File: config.mk
export PLATFORM = sky130hd
export DESIGN_NAME = phy_tx_sched_flat
export DESIGN_NICKNAME = d
export VERILOG_FILES = /design/src/rtl/phy_tx_sched_pkg.sv /design/src/rtl/phy_tx_sched_if.sv /design/src/rtl/phy_tx_sched_rr_next.sv /design/src/rtl/phy_tx_sched.sv /design/src/flat_wrapper.sv
export SDC_FILE = /design/constraint.sdc
export NUM_CORES = 1
export LEC_CHECK = 0
export BUFFER_PORTS_ARGS = -buffer_cell sky130_fd_sc_hd__buf_4
export CAP_MARGIN = 15
export CORE_MARGIN = 4
export CORE_UTILIZATION = 42
export DETAILED_ROUTE_END_ITERATION = 8
export PLACE_DENSITY = 0.83
export SETUP_SLACK_MARGIN = 0.4
export SYNTH_ARGS = -nofsm -noshare
export SYNTH_HDL_FRONTEND = slang
export SYNTH_SLANG_ARGS = --single-unit
File: constraint.sdc
create_clock -name clk -period 2.3 [get_ports clk]
set_clock_uncertainty 0.1 [all_clocks]
set_input_delay 0.115 -clock clk [delete_from_list [all_inputs] [get_ports clk]]
set_output_delay 0.115 -clock clk [all_outputs]
set_load 0.05 [all_outputs]
File: src/rtl/phy_tx_sched_pkg.sv
// phy_pkg: shared widths and scheduler state encodings for the phy transmit path
package phy_pkg;
  localparam int NUM_SRC = 4;
  localparam int WORD_W = 32;
  typedef enum logic {ST_INIT, ST_ACTIVE} state_t;
endpackage

File: src/rtl/phy_tx_sched_if.sv
// phy_tx_sched_if: source request bundle and phy transmit port of the scheduler
interface phy_tx_sched_if;
  import phy_pkg::*;
  logic                      tx_enable;
  logic [NUM_SRC-1:0]        req_valid;
  logic [NUM_SRC*WORD_W-1:0] req_data;
  logic [NUM_SRC-1:0]        req_pop;
  logic [WORD_W-1:0]         data_in_tx;
  logic                      valid_in_tx;
  logic [1:0]                grant_id;
  logic                      active;
  modport master (
    output tx_enable, req_valid, req_data,
    input  req_pop, data_in_tx, valid_in_tx, grant_id, active
  );
  modport slave (
    input  tx_enable, req_valid, req_data,
    output req_pop, data_in_tx, valid_in_tx, grant_id, active
  );
endinterface

File: src/rtl/phy_tx_sched_rr_next.sv
// rr_next: first valid index after g, searching g+1..g+3 and finally g itself
module rr_next
  import phy_pkg::*;
(
  input  logic [NUM_SRC-1:0] req_valid,
  input  logic [1:0]         g,
  output logic [1:0]         nxt,
  output logic               any
);
  always_comb begin
    nxt = g;
    any = |req_valid;
    for (int k = NUM_SRC; k >= 1; k--)
      if (req_valid[g + 2'(k)]) nxt = g + 2'(k);
  end
endmodule

File: src/rtl/phy_tx_sched.sv
// phy_tx_sched: round-robin, burst-limited sharing of the phy transmit port
// between four word sources, with a post-reset idle window.
module phy_tx_sched
  import phy_pkg::*;
#(
  parameter int INIT_CYCLES = 16,
  parameter int MAX_BURST = 4
) (
  input logic clk,
  input logic reset,
  phy_tx_sched_if.slave bus
);
  localparam int IW = $clog2(INIT_CYCLES + 1);
  localparam int BW = $clog2(MAX_BURST + 1);
  state_t state;
  logic [IW-1:0] init_cnt;
  logic [BW-1:0] burst_cnt;
  logic [1:0] g, nxt;
  logic any, pop, reeval, active;
  logic [WORD_W-1:0] data;
  logic valid;
  rr_next u_rr (.req_valid(bus.req_valid), .g(g), .nxt(nxt), .any(any));
  // a frozen link (tx_enable low) never moves the grant
  always_comb begin
    pop = state == ST_ACTIVE && bus.req_valid[g] && bus.tx_enable;
    reeval = state == ST_ACTIVE &&
             ((pop && burst_cnt == BW'(MAX_BURST - 1)) || (!bus.req_valid[g] && bus.tx_enable));
  end
  assign bus.req_pop = pop ? NUM_SRC'(1) << g : '0;
  assign bus.data_in_tx = data;
  assign bus.valid_in_tx = valid;
  assign bus.grant_id = g;
  assign bus.active = active;
  always_ff @(posedge clk or posedge reset) begin
    if (reset) begin
      state <= ST_INIT;
      init_cnt <= '0;
      burst_cnt <= '0;
      g <= '0;
      active <= 1'b0;
      data <= '0;
      valid <= 1'b0;
    end else begin
      valid <= pop;
      data <= pop ? bus.req_data[{g, 5'd0} +: WORD_W] : '0;
      if (state == ST_INIT) begin
        init_cnt <= init_cnt + 1'b1;
        if (init_cnt == IW'(INIT_CYCLES - 1)) begin
          state <= ST_ACTIVE;
          active <= 1'b1;
        end
      end
      if (reeval) begin
        burst_cnt <= '0;
        if (any) g <= nxt;
      end else if (pop) burst_cnt <= burst_cnt + 1'b1;
    end
  end
endmodule

File: src/flat_wrapper.sv
// flat-port wrapper written by rule: the top's interface ports become plain ports
module phy_tx_sched_flat import phy_pkg::*;
#(
  parameter int INIT_CYCLES = 16,
  parameter int MAX_BURST = 4
)
  (clk, reset, bus_tx_enable, bus_req_valid, bus_req_data, bus_req_pop, bus_data_in_tx, bus_valid_in_tx, bus_grant_id, bus_active);
  phy_tx_sched_if bus_i ();
  input logic clk;
  input logic reset;
  input wire logic [$bits(bus_i.tx_enable)-1:0] bus_tx_enable;
  input wire logic [$bits(bus_i.req_valid)-1:0] bus_req_valid;
  input wire logic [$bits(bus_i.req_data)-1:0] bus_req_data;
  output wire logic [$bits(bus_i.req_pop)-1:0] bus_req_pop;
  output wire logic [$bits(bus_i.data_in_tx)-1:0] bus_data_in_tx;
  output wire logic [$bits(bus_i.valid_in_tx)-1:0] bus_valid_in_tx;
  output wire logic [$bits(bus_i.grant_id)-1:0] bus_grant_id;
  output wire logic [$bits(bus_i.active)-1:0] bus_active;
  assign bus_i.tx_enable = bus_tx_enable;
  assign bus_i.req_valid = bus_req_valid;
  assign bus_i.req_data = bus_req_data;
  assign bus_req_pop = bus_i.req_pop;
  assign bus_data_in_tx = bus_i.data_in_tx;
  assign bus_valid_in_tx = bus_i.valid_in_tx;
  assign bus_grant_id = bus_i.grant_id;
  assign bus_active = bus_i.active;
  phy_tx_sched #(.INIT_CYCLES(INIT_CYCLES), .MAX_BURST(MAX_BURST)) u_core (.clk(clk), .reset(reset), .bus(bus_i));
endmodule
==> results.txt <==
The clock tree synthesis step divided the H-tree into 2 levels. The number of distinct library cells after synthesis came out at 37. The peak ir drop on the vdd network is 779 µV.

The class of the tightest hold or removal check is primary input to flip-flop. The instance count after placement with tap cells included is 425. The worst hold path begins at bus_req_valid[0]. For this design the static power due to leakage is roughly 0.0021 µW.

The final count of negative-setup-slack endpoints came out at 0. After synthesis the cells add up to 2580 µm². The DRC violation count after routing is 0. The vias per cell came out at slightly above 5. The post-synthesis cell count came out at 182.

The data arrival time of the critical path is about 2.0 ns. The count of standard-cell rows came out at 28. The achievable frequency is 0.521 GHz. For this run, the register share of the synthesized area comes to 0.436. The total area inside the core boundary comes to approximately 6000 µm². The Yosys step of the flow raised 0 warnings. The required time of the critical path came out at approximately 2.4 ns. The die covers 7470 µm². Adding up every negative setup slack in the final design gives 0 ns. The initial antenna violation count came out at 0. At the pin with the least slew margin, the transition time is between 0.5 and 0.6 ns. The clock latency of the later-clocked register in the worst-skew pair came out at 0.29 ns. The total wire length after detailed routing came out at approximately 7600 µm. The area of the multi-input gates is 1410 µm².

The number of diodes added for antenna fixing came out at 0. Counting the buffers created by CTS gives 5. The global placer's final weighted congestion is 0.875.

For this run, the share of the core covered by cells in the final layout is 0.712. The worst hold path terminates at u_core.bus.grant_id[1]$_DFFE_PP0P_. The worst path needs about 1.9 ns of the cycle, external delays included.

The starting density of the core came out at 0.434. The start of the worst register-to-register path is u_core.bus.grant_id[0]$_DFFE_PP0P_. Setup repair after global routing could not meet its margin everywhere. CTS placed an instance of sky130_fd_sc_hd__clkbuf_8 at the clock tree root. The HPWL reported at the end of detailed placement came out at 6060 µm. Dividing the final minimum period by the clock period gives 0.835. The worst setup path is launched from a flip-flop. The number of ports placed on the die boundary is 175.

The detail route stage leaves a number of antenna-violating nets equal to 0. The final max-slew violation count came out at 0. The flip-flop and latch count after synthesis came out at 45. The sum of overflow across all layers after global routing is 0.

The flow ran to the end, and the final reports show no timing, DRC or antenna violations. TritonCTS built the clock tree. The final instance count without filler cells is 441. Measured against its own limit, the worst slew margin works out to 0.637. The worst setup path is captured at a flip-flop. The number of global-route vias before repair is ~2400. The depth of the worst hold-timing path came out at 3. The synthesized area divided by synthesized cell count is 14.2 µm².

For this run, the total global-route usage over all layers was measured as 0.198. The wire length of the first global-routing pass came out at approximately 12000 µm. The capture instance of the worst register-to-register path is u_core.bus.grant_id[0]$_DFFE_PP0P_.

The final-stage net count is 508. The first detailed-routing pass took 4 iterations. The clock tree buffer depth is 2. The DRC marker count from the first detailed-route iteration came out at 50. The critical path class is flip-flop to flip-flop.

The fraction of final layout cells with drive strength greater than 1 is 0.669. The sequential standard cell area is 1130 µm². The total of fill cells in the finished design is around 450. The count of input and output buffers is 174. The width of the chip is roughly 86 µm. The power density of the placed cells is ~1100 nW/µm². Entering global routing, the biggest net connects 46 pins. The final hold violation count is 0. The number of cells on the worst reg-to-reg path came out at 5.

The clock sink count is between 40 and 50. The maximum fanout count along the critical path is 2. The number of vias after detailed routing came out at around 2200. The internal reg-to-reg setup slack is between 0.3 and 0.4 ns. The number of nets produced by synthesis is about 330. Max-cap violations in this run came to 0.

The clock-pin slew on the worst setup and hold paths came out at 0.08 ns. The per-cell routed wire length came out at 17.1 µm. Compared with the post-synthesis result, the final layout area differs by 64.0%. The height of the die came out at 86.5 µm.
worst max path at each step:
stage                                                   from                            endpoint  slack [ns]  cells after the start
after floorplan           u_core.bus.grant_id[0]$_DFFE_PP0P_                      bus_req_pop[0]        0.39                      4
after global placement    u_core.bus.grant_id[0]$_DFFE_PP0P_  u_core.bus.grant_id[0]$_DFFE_PP0P_        0.46                      4
after detailed placement  u_core.bus.grant_id[0]$_DFFE_PP0P_  u_core.bus.grant_id[0]$_DFFE_PP0P_        0.39                      4
after CTS                 u_core.bus.grant_id[0]$_DFFE_PP0P_                      bus_req_pop[2]        0.37                      5
after global routing      u_core.bus.grant_id[0]$_DFFE_PP0P_  u_core.bus.grant_id[0]$_DFFE_PP0P_        0.33                      5
final                     u_core.bus.grant_id[0]$_DFFE_PP0P_  u_core.bus.grant_id[0]$_DFFE_PP0P_        0.38                      5
stage by stage:
stage          hold WS, ns  setup WS, ns  power, µW  area [µm²]
2_1_floorplan        0.248         0.394       3180        2630
3_3_place_gp         0.189         0.457       3850        4000
3_5_place_dp         0.187         0.387       3920        4000
4_1_cts             0.0961         0.368       4520        4170
5_1_grt              0.105         0.326       4840        4240
6_report            0.0914         0.379       4580        4240
worst max-delay path: stages (launching register included):
cell and delay, ns:
sky130_fd_sc_hd__dfrtp_2 0.38, sky130_fd_sc_hd__mux4_2 0.56, sky130_fd_sc_hd__buf_6 0.15, sky130_fd_sc_hd__a221oi_4 0.30, sky130_fd_sc_hd__o221a_1 0.23, sky130_fd_sc_hd__o22ai_1 0.08
state kept, by name (all words and copies together), names as in the netlist:
register,count
u_core.bus.data_in_tx,32
u_core.init_cnt,5
u_core.burst_cnt,3
u_core.bus.grant_id,2
u_core.bus.active,1
u_core.bus.valid_in_tx,1
u_core.state,1
Yosys cell counts:
cell                        count  area share
sky130_fd_sc_hd__o21ai_0        3      0.0058
sky130_fd_sc_hd__nand4_1        1      0.0024
sky130_fd_sc_hd__dfrtp_1       45        0.44
sky130_fd_sc_hd__o221a_1        1      0.0044
sky130_fd_sc_hd__a21oi_1        2      0.0039
sky130_fd_sc_hd__nor2_1         1      0.0015
sky130_fd_sc_hd__mux4_2        33        0.29
sky130_fd_sc_hd__mux2i_1        3       0.012
sky130_fd_sc_hd__or2_2          1      0.0024
sky130_fd_sc_hd__mux2_1         1      0.0044
sky130_fd_sc_hd__a2bb2oi_1      1      0.0034
sky130_fd_sc_hd__o21ba_1        1      0.0039
sky130_fd_sc_hd__and3_1         1      0.0024
sky130_fd_sc_hd__o21ai_1        1      0.0019
sky130_fd_sc_hd__clkbuf_1       2      0.0029
sky130_fd_sc_hd__a221oi_2       1      0.0058
sky130_fd_sc_hd__a21o_1         1      0.0029
sky130_fd_sc_hd__nor2b_1       32       0.077
sky130_fd_sc_hd__and2_1         4      0.0097
sky130_fd_sc_hd__buf_4          1      0.0029
sky130_fd_sc_hd__nor4_1         1      0.0024
sky130_fd_sc_hd__ha_1           8       0.039
sky130_fd_sc_hd__o31ai_1        2      0.0058
sky130_fd_sc_hd__inv_1          8       0.012
sky130_fd_sc_hd__nand2_1        5      0.0073
sky130_fd_sc_hd__buf_1          1      0.0015
sky130_fd_sc_hd__nand2b_1       1      0.0024
sky130_fd_sc_hd__o221ai_1       1      0.0034
sky130_fd_sc_hd__nand3_1        1      0.0019
sky130_fd_sc_hd__mux2_2         3       0.013
sky130_fd_sc_hd__inv_2          1      0.0015
sky130_fd_sc_hd__xnor2_1        3       0.010
sky130_fd_sc_hd__buf_2          7       0.014
sky130_fd_sc_hd__a32o_1         1      0.0039
sky130_fd_sc_hd__o22ai_1        1      0.0024
sky130_fd_sc_hd__buf_6          1      0.0044
sky130_fd_sc_hd__nor4b_1        1      0.0034
timing repair:
item	in CTS	in global routing
gates resized for setup	7	15
pin swaps	1	6
hold buffers	1	0
setup buffers	5	2
hold endpoints to repair	45	0
setup endpoints to repair	11	20
gates cloned	0	0
where the power goes:
part,internal [µW],switching (µW),leakage (µW)
Sequential,995,77.5,0.000587
Combinational,1400,1610,0.00146
Clock,243,260,0.0000512
Total,2640,1950,0.00209
area by class of cell:
cell class / instances / area share
clock buffer: 6 / 0.0195
clock inverter: 2 / 0.00325
inverter: 9 / 0.0103
timing repair buffer: 188 / 0.345
sequential: 45 / 0.266
tap: 75 / 0.0221
multi-input combinational: 116 / 0.333
cell families after synthesis:
kind of cell,synth area share
compound gates,0.0474
xor+xnor,0.0102
fa+ha+maj,0.0387
buf+inv,0.0382
flops,0.436
mux,0.317
simple gates,0.113
per-layer routing:
| layer | GRT usage | up-vias | wire length, µm |
|---|---|---|---|
| li1 | - | 1040 | - |
| met1 | 0.230 | 1074 | 2520 |
| met2 | 0.366 | 99 | 4290 |
| met3 | 0.0399 | 15 | 605 |
| met4 | 0.0609 | 0 | 151 |
| met5 | 0 | - | 0 |
cells in the final DEF, fill, tap and decap left out, types with 2 or more instances in the layout:
cell type                    n
sky130_fd_sc_hd__dfrtp_2     2
sky130_fd_sc_hd__clkbuf_8    6
sky130_fd_sc_hd__o21ai_0     2
sky130_fd_sc_hd__ha_1        7
sky130_fd_sc_hd__inv_1       6
sky130_fd_sc_hd__nor2b_1    32
sky130_fd_sc_hd__and2_4      4
sky130_fd_sc_hd__buf_4     180
sky130_fd_sc_hd__o31ai_1     2
sky130_fd_sc_hd__mux4_2     33
sky130_fd_sc_hd__dfrtp_1    43
sky130_fd_sc_hd__xnor2_1     3
sky130_fd_sc_hd__mux2_2      2
sky130_fd_sc_hd__a21oi_1     2
sky130_fd_sc_hd__buf_8       4
sky130_fd_sc_hd__buf_6       2
sky130_fd_sc_hd__nand2_1     5
sky130_fd_sc_hd__mux2i_1     3
Power figures use the tool's default switching activity.
